## src/rtl/axilite_pkg.sv

```systemverilog
// Shared AXI4-Lite definitions: response codes, bridge FSM states and default widths.
package axilite_pkg;

    localparam int DEF_ADDR_WIDTH    = 32;
    localparam int DEF_DATA_WIDTH    = 32;
    localparam int DEF_ERR_CNT_WIDTH = 8;

    localparam logic [1:0] RESP_OKAY   = 2'b00;
    localparam logic [1:0] RESP_EXOKAY = 2'b01;
    localparam logic [1:0] RESP_SLVERR = 2'b10;
    localparam logic [1:0] RESP_DECERR = 2'b11;

    typedef enum logic [2:0] {
        ST_IDLE         = 3'd0,
        ST_WR_ADDR_DATA = 3'd1,
        ST_WR_RESP      = 3'd2,
        ST_RD_ADDR      = 3'd3,
        ST_RD_DATA      = 3'd4,
        ST_RESP         = 3'd5
    } bridge_state_t;

endpackage

```

## src/rtl/axilite_master_bridge.sv

```systemverilog
// Single-outstanding AXI4-Lite master driven by a valid/ready request/response port.
// All AXI outputs are decoded from registered state, so none depends combinationally on an input.
module axilite_master_bridge
    import axilite_pkg::*;
#(
    parameter int ADDR_WIDTH    = DEF_ADDR_WIDTH,
    parameter int DATA_WIDTH    = DEF_DATA_WIDTH,
    parameter int ERR_CNT_WIDTH = DEF_ERR_CNT_WIDTH
) (
    input  logic                      ACLK,
    input  logic                      ARESETn,
    input  logic                      req_valid,
    output logic                      req_ready,
    input  logic                      req_write,
    input  logic [ADDR_WIDTH-1:0]     req_addr,
    input  logic [DATA_WIDTH-1:0]     req_wdata,
    input  logic [DATA_WIDTH/8-1:0]   req_wstrb,
    output logic                      rsp_valid,
    input  logic                      rsp_ready,
    output logic [DATA_WIDTH-1:0]     rsp_rdata,
    output logic [1:0]                rsp_resp,
    output logic [ERR_CNT_WIDTH-1:0]  err_count,
    output logic                      AWVALID,
    input  logic                      AWREADY,
    output logic [ADDR_WIDTH-1:0]     AWADDR,
    output logic                      WVALID,
    input  logic                      WREADY,
    output logic [DATA_WIDTH-1:0]     WDATA,
    output logic [DATA_WIDTH/8-1:0]   WSTRB,
    input  logic                      BVALID,
    output logic                      BREADY,
    input  logic [1:0]                BRESP,
    output logic                      ARVALID,
    input  logic                      ARREADY,
    output logic [ADDR_WIDTH-1:0]     ARADDR,
    input  logic                      RVALID,
    output logic                      RREADY,
    input  logic [DATA_WIDTH-1:0]     RDATA,
    input  logic [1:0]                RRESP
);

    bridge_state_t               state;
    logic                        aw_done;
    logic                        w_done;
    logic [ADDR_WIDTH-1:0]       addr_q;
    logic [DATA_WIDTH-1:0]       wdata_q;
    logic [DATA_WIDTH/8-1:0]     wstrb_q;

    logic                        aw_next;
    logic                        w_next;
    logic                        capture;
    logic [1:0]                  resp_in;

    localparam logic [ERR_CNT_WIDTH-1:0] ERR_ONE = {{(ERR_CNT_WIDTH-1){1'b0}}, 1'b1};
    localparam logic [ERR_CNT_WIDTH-1:0] ERR_MAX = {ERR_CNT_WIDTH{1'b1}};

    assign req_ready = (state == ST_IDLE);
    assign rsp_valid = (state == ST_RESP);
    assign AWVALID   = (state == ST_WR_ADDR_DATA) && !aw_done;
    assign WVALID    = (state == ST_WR_ADDR_DATA) && !w_done;
    assign BREADY    = (state == ST_WR_RESP);
    assign ARVALID   = (state == ST_RD_ADDR);
    assign RREADY    = (state == ST_RD_DATA);
    assign AWADDR    = addr_q;
    assign ARADDR    = addr_q;
    assign WDATA     = wdata_q;
    assign WSTRB     = wstrb_q;

    // A channel counts as done once its handshake has happened, including this cycle's.
    assign aw_next = aw_done || AWREADY;
    assign w_next  = w_done  || WREADY;
    assign capture = ((state == ST_WR_RESP) && BVALID) || ((state == ST_RD_DATA) && RVALID);
    assign resp_in = (state == ST_WR_RESP) ? BRESP : RRESP;

    always_ff @(posedge ACLK) begin
        if (!ARESETn) begin
            state     <= ST_IDLE;
            aw_done   <= 1'b0;
            w_done    <= 1'b0;
            addr_q    <= '0;
            wdata_q   <= '0;
            wstrb_q   <= '0;
            rsp_rdata <= '0;
            rsp_resp  <= RESP_OKAY;
            err_count <= '0;
        end else begin
            if (capture && (resp_in != RESP_OKAY) && (err_count != ERR_MAX))
                err_count <= err_count + ERR_ONE;

            case (state)
                ST_IDLE: begin
                    aw_done <= 1'b0;
                    w_done  <= 1'b0;
                    if (req_valid) begin
                        addr_q  <= req_addr;
                        wdata_q <= req_wdata;
                        wstrb_q <= req_wstrb;
                        state   <= req_write ? ST_WR_ADDR_DATA : ST_RD_ADDR;
                    end
                end
                ST_WR_ADDR_DATA: begin
                    if (aw_next && w_next) begin
                        aw_done <= 1'b0;
                        w_done  <= 1'b0;
                        state   <= ST_WR_RESP;
                    end else begin
                        aw_done <= aw_next;
                        w_done  <= w_next;
                    end
                end
                ST_WR_RESP: begin
                    if (BVALID) begin
                        rsp_resp  <= BRESP;
                        rsp_rdata <= '0;
                        state     <= ST_RESP;
                    end
                end
                ST_RD_ADDR: begin
                    if (ARREADY)
                        state <= ST_RD_DATA;
                end
                ST_RD_DATA: begin
                    if (RVALID) begin
                        rsp_resp  <= RRESP;
                        rsp_rdata <= RDATA;
                        state     <= ST_RESP;
                    end
                end
                ST_RESP: begin
                    if (rsp_ready)
                        state <= ST_IDLE;
                end
                default: state <= ST_IDLE;
            endcase
        end
    end

endmodule

```

## config.mk

```make
export PLATFORM = sky130hd
export DESIGN_NAME = axilite_master_bridge
export DESIGN_NICKNAME = d
export VERILOG_FILES = /design/src/rtl/axilite_pkg.sv /design/src/rtl/axilite_master_bridge.sv
export SDC_FILE = /design/constraint.sdc
export NUM_CORES = 1
export LEC_CHECK = 0
export BUFFER_PORTS_ARGS = -buffer_cell sky130_fd_sc_hd__buf_2
export CAP_MARGIN = 20
export CELL_PAD_IN_SITES_DETAIL_PLACEMENT = 0
export CELL_PAD_IN_SITES_GLOBAL_PLACEMENT = 1
export CORE_MARGIN = 4
export CORE_UTILIZATION = 30
export DETAILED_ROUTE_END_ITERATION = 16
export PLACE_DENSITY_LB_ADDON = 0.25
export SETUP_SLACK_MARGIN = 0.5
export SLEW_MARGIN = 20
export SYNTH_ARGS = -nofsm -noshare
export SYNTH_HDL_FRONTEND = slang
export SYNTH_SLANG_ARGS = --single-unit
```

## constraint.sdc

```tcl
create_clock -name ACLK -period 2.3 [get_ports ACLK]
set_input_delay 0.23 -clock ACLK [delete_from_list [all_inputs] [get_ports ACLK]]
set_output_delay 0.23 -clock ACLK [all_outputs]
set_load 0.01 [all_outputs]
```

==> results of run 1 <==
[Yosys cell counts, drive strengths merged]
library cell,number
nand2,180
dfxtp,115
a21oi,105
buf,57
nand3,38
clkbuf,19
nor2,11
mux2i,9
nor3,9
nand2b,8
inv,7
nor2b,4
nor3b,4
nor4,4
a211oi,3
nor4b,3
o21ai,3
o31ai,3
and2,2
or4,2
a21o,1
a22o,1
a22oi,1
a311oi,1
ha,1
mux2,1
o2111a,1
o2111ai,1
o21bai,1
o2bb2ai,1
o31a,1
o41a,1
[cell type report]
class | count | area, um^2
clock buffers | 19 | 453
clock inverters | 13 | 159
fillers | 1612 | 8610
inverters | 7 | 27.5
multi-input cells | 401 | 2010
flip-flops and latches | 115 | 2310
well taps | 211 | 264
repair buffers | 284 | 1540
[power groups by stage]
stage	Combinational [uW]	Sequential, uW	Clock [uW]
after CTS	2250	2530	2780
after floorplan	1470	2590	0
after detailed placement	2190	2560	0
after global placement	2170	2540	0
after global routing	2610	2570	2850
final	2380	2530	2700
[metrics by stage]
step           worst slack (ns)  cells  hold slack [ns]  util, %
2_1_floorplan             0.602    598            0.366        -
3_3_place_gp              0.379   1006            0.437     39.0
3_5_place_dp              0.314   1006            0.444     39.0
4_1_cts                   0.484   1042           0.0307     43.2
5_1_grt                   0.470   1050           0.0381     44.0
6_report                  0.548   1050           0.0500     44.0
[per-layer routing]
| metal | vias up | global-route usage [%] | share of wire [%] |
|---|---|---|---|
| met3 | 18 | 6.04 | 8.1 |
| met5 | - | 0 | 0 |
| li1 | 2425 | - | - |
| met4 | 0 | 5.71 | 1.2 |
| met2 | 176 | 26.6 | 50 |
| met1 | 2231 | 17.9 | 40 |
[critical path: stages, from the launching register on]
cell and delay, ns:
sky130_fd_sc_hd__dfxtp_4 0.41, sky130_fd_sc_hd__inv_1 0.11, sky130_fd_sc_hd__nor3_4 0.24, sky130_fd_sc_hd__buf_12 0.19, sky130_fd_sc_hd__buf_2 0.15
[worst max path at each step]
stage	slack (ns)	endpoint	from
3_5_place_dp	0.31	rsp_rdata[9]	state[2]
4_1_cts	0.48	RREADY	state[1]
2_1_floorplan	0.60	err_count[1]	state[2]
6_report	0.55	RREADY	state[2]
3_3_place_gp	0.38	rsp_rdata[11]	state[2]
5_1_grt	0.47	err_count[4]	state[0]
[layout by cell type, fill, tap and decap left out, types with 2 or more instances in the layout]
cell type	netlist	final
sky130_fd_sc_hd__a211oi_1	3	3
sky130_fd_sc_hd__a21oi_1	105	105
sky130_fd_sc_hd__buf_12	0	4
sky130_fd_sc_hd__buf_2	15	262
sky130_fd_sc_hd__buf_4	40	17
sky130_fd_sc_hd__bufinv_16	0	3
sky130_fd_sc_hd__clkbuf_16	0	18
sky130_fd_sc_hd__clkbuf_8	0	2
sky130_fd_sc_hd__clkinv_2	0	5
sky130_fd_sc_hd__clkinv_4	0	3
sky130_fd_sc_hd__clkinvlp_4	0	3
sky130_fd_sc_hd__dfxtp_1	115	112
sky130_fd_sc_hd__dfxtp_4	0	2
sky130_fd_sc_hd__inv_1	6	6
sky130_fd_sc_hd__mux2i_1	9	9
sky130_fd_sc_hd__nand2_1	180	179
sky130_fd_sc_hd__nand2b_1	8	7
sky130_fd_sc_hd__nand3_1	38	38
sky130_fd_sc_hd__nor2_1	11	11
sky130_fd_sc_hd__nor2b_1	4	3
sky130_fd_sc_hd__nor3_1	7	5
sky130_fd_sc_hd__nor3_2	2	3
sky130_fd_sc_hd__nor3b_1	3	3
sky130_fd_sc_hd__nor4_1	4	2
sky130_fd_sc_hd__nor4_2	0	2
sky130_fd_sc_hd__nor4b_1	3	2
sky130_fd_sc_hd__o21ai_0	3	3
sky130_fd_sc_hd__o31ai_1	3	3
sky130_fd_sc_hd__or4_1	2	2
[state kept, by name, indices dropped and copies added (netlist names)]
name and count:
ARADDR 32, WDATA 32, WSTRB 4, aw_done 1
err_count 8, rsp_rdata 32, rsp_resp 2, state 3
w_done 1
[cells by family (layout without fill, tap and decap cells)]
kind of cell	Yosys count	count (layout)	synth area share (%)
DFF	115	115	48.4
and+or+nand+nor	265	265	24.4
AOI/OAI and AO/OA	124	125	14.3
buffers and inverters	83	323	10.4
adders and majority gates	1	1	0.263
muxes	10	10	2.21
[what timing repair did]
item / 4_1_cts / 5_1_grt
cloned: 0 / 2
endpoints found under the setup margin: 114 / 90
setup buffers: 4 / 6
pin swaps: 2 / 2
gates resized for setup: 5 / 7
==> flow_summary.html, run 1 <==
<table>
<tr><th>Metric</th><th>Value</th></tr>
<tr><th colspan="2">Critical path</th></tr>
<tr><td>Destination of the worst register-to-register timing path</td><td>err_count[7]</td></tr>
<tr><td>Critical Path Sink Type</td><td>output pin</td></tr>
<tr><td>Worst-path fanout max</td><td>18</td></tr>
<tr><td>FF-to-FF setup slack</td><td>0.59 ns</td></tr>
<tr><td>Setup Crit Path Kind</td><td>flop to output pin</td></tr>
<tr><td>Number of cells on the worst reg-to-reg path</td><td>5</td></tr>
<tr><td>Reg-to-Reg Start</td><td>state[0]</td></tr>
<tr><td>CP startpoint kind</td><td>flop</td></tr>
<tr><td>Required time reported for the critical path endpoint</td><td>2.07 ns</td></tr>
<tr><td>Worst endpoint data arrival time</td><td>1.52 ns</td></tr>
<tr><th colspan="2">Clock network</th></tr>
<tr><td>Worst-case clock buffer depth</td><td>2</td></tr>
<tr><td>CTS tree</td><td>built</td></tr>
<tr><td>Number of H-tree levels</td><td>4</td></tr>
<tr><td>Number of clock buffers inserted by TritonCTS</td><td>17</td></tr>
<tr><td>Cts-stage hold buffer count</td><td>0</td></tr>
<tr><td>Clock slew at the register clock pins of the worst setup and hold paths</td><td>0.06 ns</td></tr>
<tr><td>Library cell used as clock root buffer</td><td>sky130_fd_sc_hd__clkbuf_16</td></tr>
<tr><td>Total clock sinks</td><td>115</td></tr>
<tr><td>Worst-Skew Late Latency</td><td>0.42 ns</td></tr>
<tr><th colspan="2">Synth</th></tr>
<tr><td>Sequential-to-total area share from yosys stat</td><td>48.4%</td></tr>
<tr><td>Mean post-synth cell area</td><td>7.95 um^2</td></tr>
<tr><td>Count of distinct cell types in the synthesized netlist</td><td>37</td></tr>
<tr><td>Register bit total from synthesis</td><td>115</td></tr>
<tr><td>Leading cell types by total area after synthesis</td><td>sky130_fd_sc_hd__dfxtp_1, sky130_fd_sc_hd__nand2_1, sky130_fd_sc_hd__a21oi_1</td></tr>
<tr><td>Syn_nets</td><td>713</td></tr>
<tr><td>Cell type with the largest total area after synthesis</td><td>sky130_fd_sc_hd__dfxtp_1</td></tr>
<tr><td>Post-Synthesis Cells</td><td>598</td></tr>
<tr><td>Portion of synthesized cell area occupied by the leading cell type</td><td>48.4%</td></tr>
<tr><td>Total number of yosys warnings</td><td>0</td></tr>
<tr><td>Synth Cell Area</td><td>4750 um^2</td></tr>
<tr><th colspan="2">Timing</th></tr>
<tr><td>Setup repair after global routing missed its margin</td><td>yes</td></tr>
<tr><td>Measured slew at the worst slew-check pin</td><td>0.588 ns</td></tr>
<tr><td>Final setup skew</td><td>0.0104 ns</td></tr>
<tr><td>Number of endpoints with negative hold slack in the final report</td><td>0</td></tr>
<tr><td>Fin crit share</td><td>76.2%</td></tr>
<tr><td>Setup total negative slack</td><td>0 ns</td></tr>
<tr><td>Slew Limit Headroom</td><td>60.8%</td></tr>
<tr><td>Final count of negative-setup-slack endpoints</td><td>0</td></tr>
<tr><td>Peak clock frequency supported by timing</td><td>571 MHz</td></tr>
<tr><td>Minimum period implied by the final worst setup slack</td><td>1.75 ns</td></tr>
<tr><td>Final count of pins violating max slew</td><td>0</td></tr>
<tr><th colspan="2">Place</th></tr>
<tr><td>Cell area after placement</td><td>5990 um^2</td></tr>
<tr><td>Routability congestion estimate</td><td>0.770</td></tr>
<tr><td>Port Buf Inserts</td><td>262</td></tr>
<tr><td>HPWL reported at the end of detailed placement</td><td>10.8 mm</td></tr>
<tr><th colspan="2">Run status</th></tr>
<tr><td>Result of the run</td><td>complete, no violations</td></tr>
<tr><th colspan="2">Global routing</th></tr>
<tr><td>Antenna violations before repair</td><td>0</td></tr>
<tr><td>Vias in the first global route</td><td>4,375</td></tr>
<tr><td>First-pass GRT wire length</td><td>22.4 mm</td></tr>
<tr><td>Overall global routing resource usage</td><td>15.7%</td></tr>
<tr><td>Maximum number of pins on one net before global-route repair</td><td>69</td></tr>
<tr><td>Remaining global-route overflow</td><td>0</td></tr>
<tr><th colspan="2">Routing</th></tr>
<tr><td>Average detailed-routed wire length per instance</td><td>14.5 um</td></tr>
<tr><td>First-pass detailed-route iteration total</td><td>4</td></tr>
<tr><td>Vias per std cell</td><td>4.62</td></tr>
<tr><td>Wirelength, routed</td><td>15.2 mm</td></tr>
<tr><td>DRC violation total after the first TritonRoute iteration</td><td>192</td></tr>
<tr><td>Via count</td><td>4,850</td></tr>
<tr><td># DRC</td><td>0</td></tr>
<tr><td>Antenna-violating nets left</td><td>0</td></tr>
<tr><th colspan="2">Floorplanning</th></tr>
<tr><td>Area of the placeable core</td><td>15,400 um^2</td></tr>
<tr><td>Initial Utilization</td><td>30.9%</td></tr>
<tr><td>Horizontal die dimension</td><td>134 um</td></tr>
<tr><td>Placement Rows</td><td>45</td></tr>
<tr><td>Total Die Area</td><td>17,900 um^2</td></tr>
<tr><td>I/O pin count</td><td>263</td></tr>
<tr><td>Die Span Y</td><td>134 um</td></tr>
<tr><th colspan="2">Min path</th></tr>
<tr><td>Hold Crit Class</td><td>input pin to flop</td></tr>
<tr><td>Cell depth of the worst hold path</td><td>3</td></tr>
<tr><td>Endpoint, Worst Hold</td><td>ARADDR[15]</td></tr>
<tr><td>Min-Delay Startpoint</td><td>req_addr[15]</td></tr>
<tr><th colspan="2">Cells and area</th></tr>
<tr><td>Layout Nets</td><td>941</td></tr>
<tr><td>Ratio of cells with drive above 1 in the final layout</td><td>39.8%</td></tr>
<tr><td>Design Area, Final</td><td>6760 um^2</td></tr>
<tr><td>Area delta synth-&gt;final</td><td>42.3%</td></tr>
<tr><td>Ant diodes</td><td>0</td></tr>
<tr><th colspan="2">Power and ir drop</th></tr>
<tr><td>Cell Pwr Density</td><td>1130 nW/um^2</td></tr>
<tr><td>Total power after layout</td><td>7610 uW</td></tr>
<tr><td>Internal Dissipation</td><td>5010 uW</td></tr>
<tr><td>Maximum VDD drop</td><td>0.540 mV</td></tr>
<tr><td>Reported leakage power</td><td>0.00311 uW</td></tr>
<tr><td>Switch Pwr</td><td>2610 uW</td></tr>
<tr><td>Clock network fraction of total power</td><td>35.5%</td></tr>
<tr><td>Portion of total power attributed to combinational logic</td><td>31.3%</td></tr>
<tr><td>Fraction of power consumed by sequential logic</td><td>33.2%</td></tr>
<tr><td>Switching Fraction</td><td>34.2%</td></tr>
<tr><th colspan="2">Job</th></tr>
<tr><td>Reported max-cap violation count</td><td>0</td></tr>
</table>
Power figures use the tool's default switching activity.
==> run 2, diff against run 1 <==
==> constraint.sdc (replaced) <==
create_clock -name ACLK -period 1.8 [get_ports ACLK]
set_input_delay 0.18 -clock ACLK [delete_from_list [all_inputs] [get_ports ACLK]]
set_output_delay 0.18 -clock ACLK [all_outputs]
set_load 0.01 [all_outputs]
==> flow_summary.html, run 2 (synthesized netlist as in run 1, its figures left out) <==
<table>
<tr><th>Metric</th><th>Value</th></tr>
<tr><th colspan="2">Run status</th></tr>
<tr><td>Result of the run</td><td>complete, no violations (unchanged)</td></tr>
<tr><th colspan="2">Timing</th></tr>
<tr><td>Measured slew at the worst slew-check pin</td><td>0.506 ns (was 0.588 ns)</td></tr>
<tr><td>Number of endpoints with negative hold slack in the final report</td><td>0 (unchanged)</td></tr>
<tr><td>Setup total negative slack</td><td>0 ns (unchanged)</td></tr>
<tr><td>Slew Limit Headroom</td><td>66.2% (was 60.8%)</td></tr>
<tr><td>Peak clock frequency supported by timing</td><td>607 MHz</td></tr>
<tr><td>Fin crit share</td><td>91.5%</td></tr>
<tr><td>Minimum period implied by the final worst setup slack</td><td>1.65 ns</td></tr>
<tr><td>Final count of negative-setup-slack endpoints</td><td>0 (unchanged)</td></tr>
<tr><td>Final setup skew</td><td>0.0101 ns (was 0.0104 ns)</td></tr>
<tr><td>Final count of pins violating max slew</td><td>0 (unchanged)</td></tr>
<tr><td>Setup repair after global routing missed its margin</td><td>yes (unchanged)</td></tr>
<tr><th colspan="2">Routing</th></tr>
<tr><td># DRC</td><td>0 (unchanged)</td></tr>
<tr><td>Vias per std cell</td><td>4.68 (was 4.62)</td></tr>
<tr><td>Via count</td><td>5,340 (was 4,850)</td></tr>
<tr><td>Average detailed-routed wire length per instance</td><td>16.2 um (was 14.5 um)</td></tr>
<tr><td>First-pass detailed-route iteration total</td><td>4 (unchanged)</td></tr>
<tr><td>Wirelength, routed</td><td>18.5 mm (was 15.2 mm)</td></tr>
<tr><td>Antenna-violating nets left</td><td>0 (unchanged)</td></tr>
<tr><td>DRC violation total after the first TritonRoute iteration</td><td>217 (was 192)</td></tr>
<tr><th colspan="2">Job</th></tr>
<tr><td>Reported max-cap violation count</td><td>0 (unchanged)</td></tr>
<tr><th colspan="2">Floorplanning</th></tr>
<tr><td>Die Span Y</td><td>134 um (unchanged)</td></tr>
<tr><td>I/O pin count</td><td>263 (unchanged)</td></tr>
<tr><td>Area of the placeable core</td><td>15,400 um^2 (unchanged)</td></tr>
<tr><td>Initial Utilization</td><td>30.9% (unchanged)</td></tr>
<tr><td>Placement Rows</td><td>45 (unchanged)</td></tr>
<tr><td>Horizontal die dimension</td><td>134 um (unchanged)</td></tr>
<tr><td>Total Die Area</td><td>17,900 um^2 (unchanged)</td></tr>
<tr><th colspan="2">Cells and area</th></tr>
<tr><td>Ratio of cells with drive above 1 in the final layout</td><td>46.5% (was 39.8%)</td></tr>
<tr><td>Area delta synth-&gt;final</td><td>76.9% (was 42.3%)</td></tr>
<tr><td>Layout Nets</td><td>1,032 (was 941)</td></tr>
<tr><td>Highest-count cells in the layout ignoring fill and taps</td><td>sky130_fd_sc_hd__buf_2, sky130_fd_sc_hd__nand2_1, sky130_fd_sc_hd__dfxtp_1 (unchanged)</td></tr>
<tr><td>Design Area, Final</td><td>8400 um^2 (was 6760 um^2)</td></tr>
<tr><td>Util after Layout</td><td>54.7% (was 44.0%)</td></tr>
<tr><td>Ant diodes</td><td>0 (unchanged)</td></tr>
<tr><td>Leading cell type in the layout, fill and taps excluded</td><td>sky130_fd_sc_hd__buf_2 (unchanged)</td></tr>
<tr><th colspan="2">Power and ir drop</th></tr>
<tr><td>Cell Pwr Density</td><td>1410 nW/um^2 (was 1130 nW/um^2)</td></tr>
<tr><td>Clock network fraction of total power</td><td>28.0% (was 35.5%)</td></tr>
<tr><td>Switch Pwr</td><td>3990 uW (was 2610 uW)</td></tr>
<tr><td>Total power after layout</td><td>11,900 uW (was 7610 uW)</td></tr>
<tr><td>Portion of total power attributed to combinational logic</td><td>45.1% (was 31.3%)</td></tr>
<tr><td>Maximum VDD drop</td><td>0.725 mV (was 0.540 mV)</td></tr>
<tr><td>Internal Dissipation</td><td>7870 uW (was 5010 uW)</td></tr>
<tr><td>Fraction of power consumed by sequential logic</td><td>26.9% (was 33.2%)</td></tr>
<tr><td>Switching Fraction</td><td>33.6% (was 34.2%)</td></tr>
<tr><td>Reported leakage power</td><td>0.00377 uW (was 0.00311 uW)</td></tr>
<tr><th colspan="2">Place</th></tr>
<tr><td>Routability congestion estimate</td><td>0.851 (was 0.770)</td></tr>
<tr><td>HPWL reported at the end of detailed placement</td><td>10.6 mm (was 10.8 mm)</td></tr>
<tr><td>Port Buf Inserts</td><td>262 (unchanged)</td></tr>
<tr><td>Cell area after placement</td><td>6080 um^2 (was 5990 um^2)</td></tr>
<tr><th colspan="2">Critical path</th></tr>
<tr><td>Setup Crit Path Kind</td><td>flop to flop (was flop to output pin)</td></tr>
<tr><td>CP startpoint kind</td><td>flop (unchanged)</td></tr>
<tr><td>Critical Path Sink Type</td><td>flop (was output pin)</td></tr>
<tr><td>Critical Path, Cell by Cell</td><td>buf_4 -&gt; nor2_4 -&gt; a22oi_2 -&gt; clkbuf_16 -&gt; or4_4 -&gt; a21oi_2 (was inv_1 -&gt; nor3_4 -&gt; buf_12 -&gt; buf_2)</td></tr>
<tr><td>Largest stage delay, worst path</td><td>0.51 ns (was 0.41 ns)</td></tr>
<tr><td>Crit path max-delay family</td><td>simple AND/OR/NAND/NOR gates (was buffers and inverters)</td></tr>
<tr><td>Worst endpoint data arrival time</td><td>1.98 ns (was 1.52 ns)</td></tr>
<tr><td>Required time reported for the critical path endpoint</td><td>2.14 ns (was 2.07 ns)</td></tr>
<tr><td>Worst-path fanout max</td><td>6 (was 18)</td></tr>
<tr><td>Worst path buffer plus inverter count</td><td>2 (was 3)</td></tr>
<tr><td>Slowest library cell on the worst path</td><td>sky130_fd_sc_hd__or4_4 (was sky130_fd_sc_hd__dfxtp_4)</td></tr>
<tr><th colspan="2">Clock network</th></tr>
<tr><td>Library cell used as clock root buffer</td><td>sky130_fd_sc_hd__clkbuf_16 (unchanged)</td></tr>
<tr><td>Worst-case clock buffer depth</td><td>2 (unchanged)</td></tr>
<tr><td>CTS tree</td><td>built (unchanged)</td></tr>
<tr><td>Number of H-tree levels</td><td>4 (unchanged)</td></tr>
<tr><td>Total clock sinks</td><td>115 (unchanged)</td></tr>
<tr><td>Clock slew at the register clock pins of the worst setup and hold paths</td><td>0.05 ns (was 0.06 ns)</td></tr>
<tr><td>Number of clock buffers inserted by TritonCTS</td><td>17 (unchanged)</td></tr>
<tr><td>Worst-Skew Late Latency</td><td>0.42 ns (about the same)</td></tr>
<tr><th colspan="2">Global routing</th></tr>
<tr><td>Remaining global-route overflow</td><td>0 (unchanged)</td></tr>
<tr><td>Antenna violations before repair</td><td>0 (unchanged)</td></tr>
<tr><td>First-pass GRT wire length</td><td>27.8 mm (was 22.4 mm)</td></tr>
<tr><td>Overall global routing resource usage</td><td>19.7% (was 15.7%)</td></tr>
<tr><td>Maximum number of pins on one net before global-route repair</td><td>38 (was 69)</td></tr>
<tr><td>Vias in the first global route</td><td>5,315 (was 4,375)</td></tr>
<tr><th colspan="2">Min path</th></tr>
<tr><td>Hold Crit Class</td><td>input pin to flop (unchanged)</td></tr>
</table>
run 2: through the flow:
stage	std cells	hold WS (ns)	setup slack, ns
after floorplan	598	0.316	0.119
after CTS	1134	0.0000474	0.162
after global placement	1009	0.420	0.186
final	1141	0.00524	0.153
after detailed placement	1009	0.426	0.107
after global routing	1141	0.00384	0.0947
run 2: tightest hold or removal path: stages:
cell	delay, ns
sky130_fd_sc_hd__buf_2	0.10
sky130_fd_sc_hd__nand2_1	0.05
sky130_fd_sc_hd__a21oi_1	0.05
run 2: power groups by stage:
| stage | clock (uW) | sequential, uW | combinational [uW] |
|---|---|---|---|
| floorplan | 0 | 3310 | 1950 |
| global placement | 0 | 3190 | 2940 |
| detailed placement | 0 | 3210 | 2960 |
| CTS | 3370 | 3180 | 5030 |
| global route | 3490 | 3240 | 5720 |
| finish | 3320 | 3190 | 5350 |
run 2: metal layers:
metal,GRT usage (%),share of wire [%],vias to the layer above
li1,-,-,2612
met5,0,0,-
met4,6.80,1.7,0
met2,34.3,51,189
met3,6.23,6.2,26
met1,22.8,41,2513
run 2: worst paths after layout:
| kind | from | to | slack, ns | cells past startpoint |
|---|---|---|---|---|
| min | req_addr[0] | ARADDR[0] | 0.005 | 3 |
| max | state[0] | err_count[1] | 0.15 | 6 |
| max reg2reg | state[0] | err_count[1] | 0.15 | 6 |
| min reg2reg | rsp_rdata[8] | rsp_rdata[8] | 0.45 | 2 |
run 2: final cells by class:
class,instances,area [um^2]
repair buffers,375,2910
well taps,211,264
clock inverters,9,104
flip-flops and latches,115,2310
fillers,1439,6970
inverters,7,27.5
multi-input cells,401,2300
clock buffers,23,478
run 2: timing repair:
| action | 4_1_cts | 5_1_grt |
|---|---|---|
| resized for setup | 57 | 59 |
| hold buffers | 52 | 0 |
| setup buffers | 24 | 6 |
| cloned | 17 | 1 |
| pin swaps | 5 | 17 |
| hold endpoints to repair | 52 | 0 |
| setup endpoints to repair | 120 | 121 |
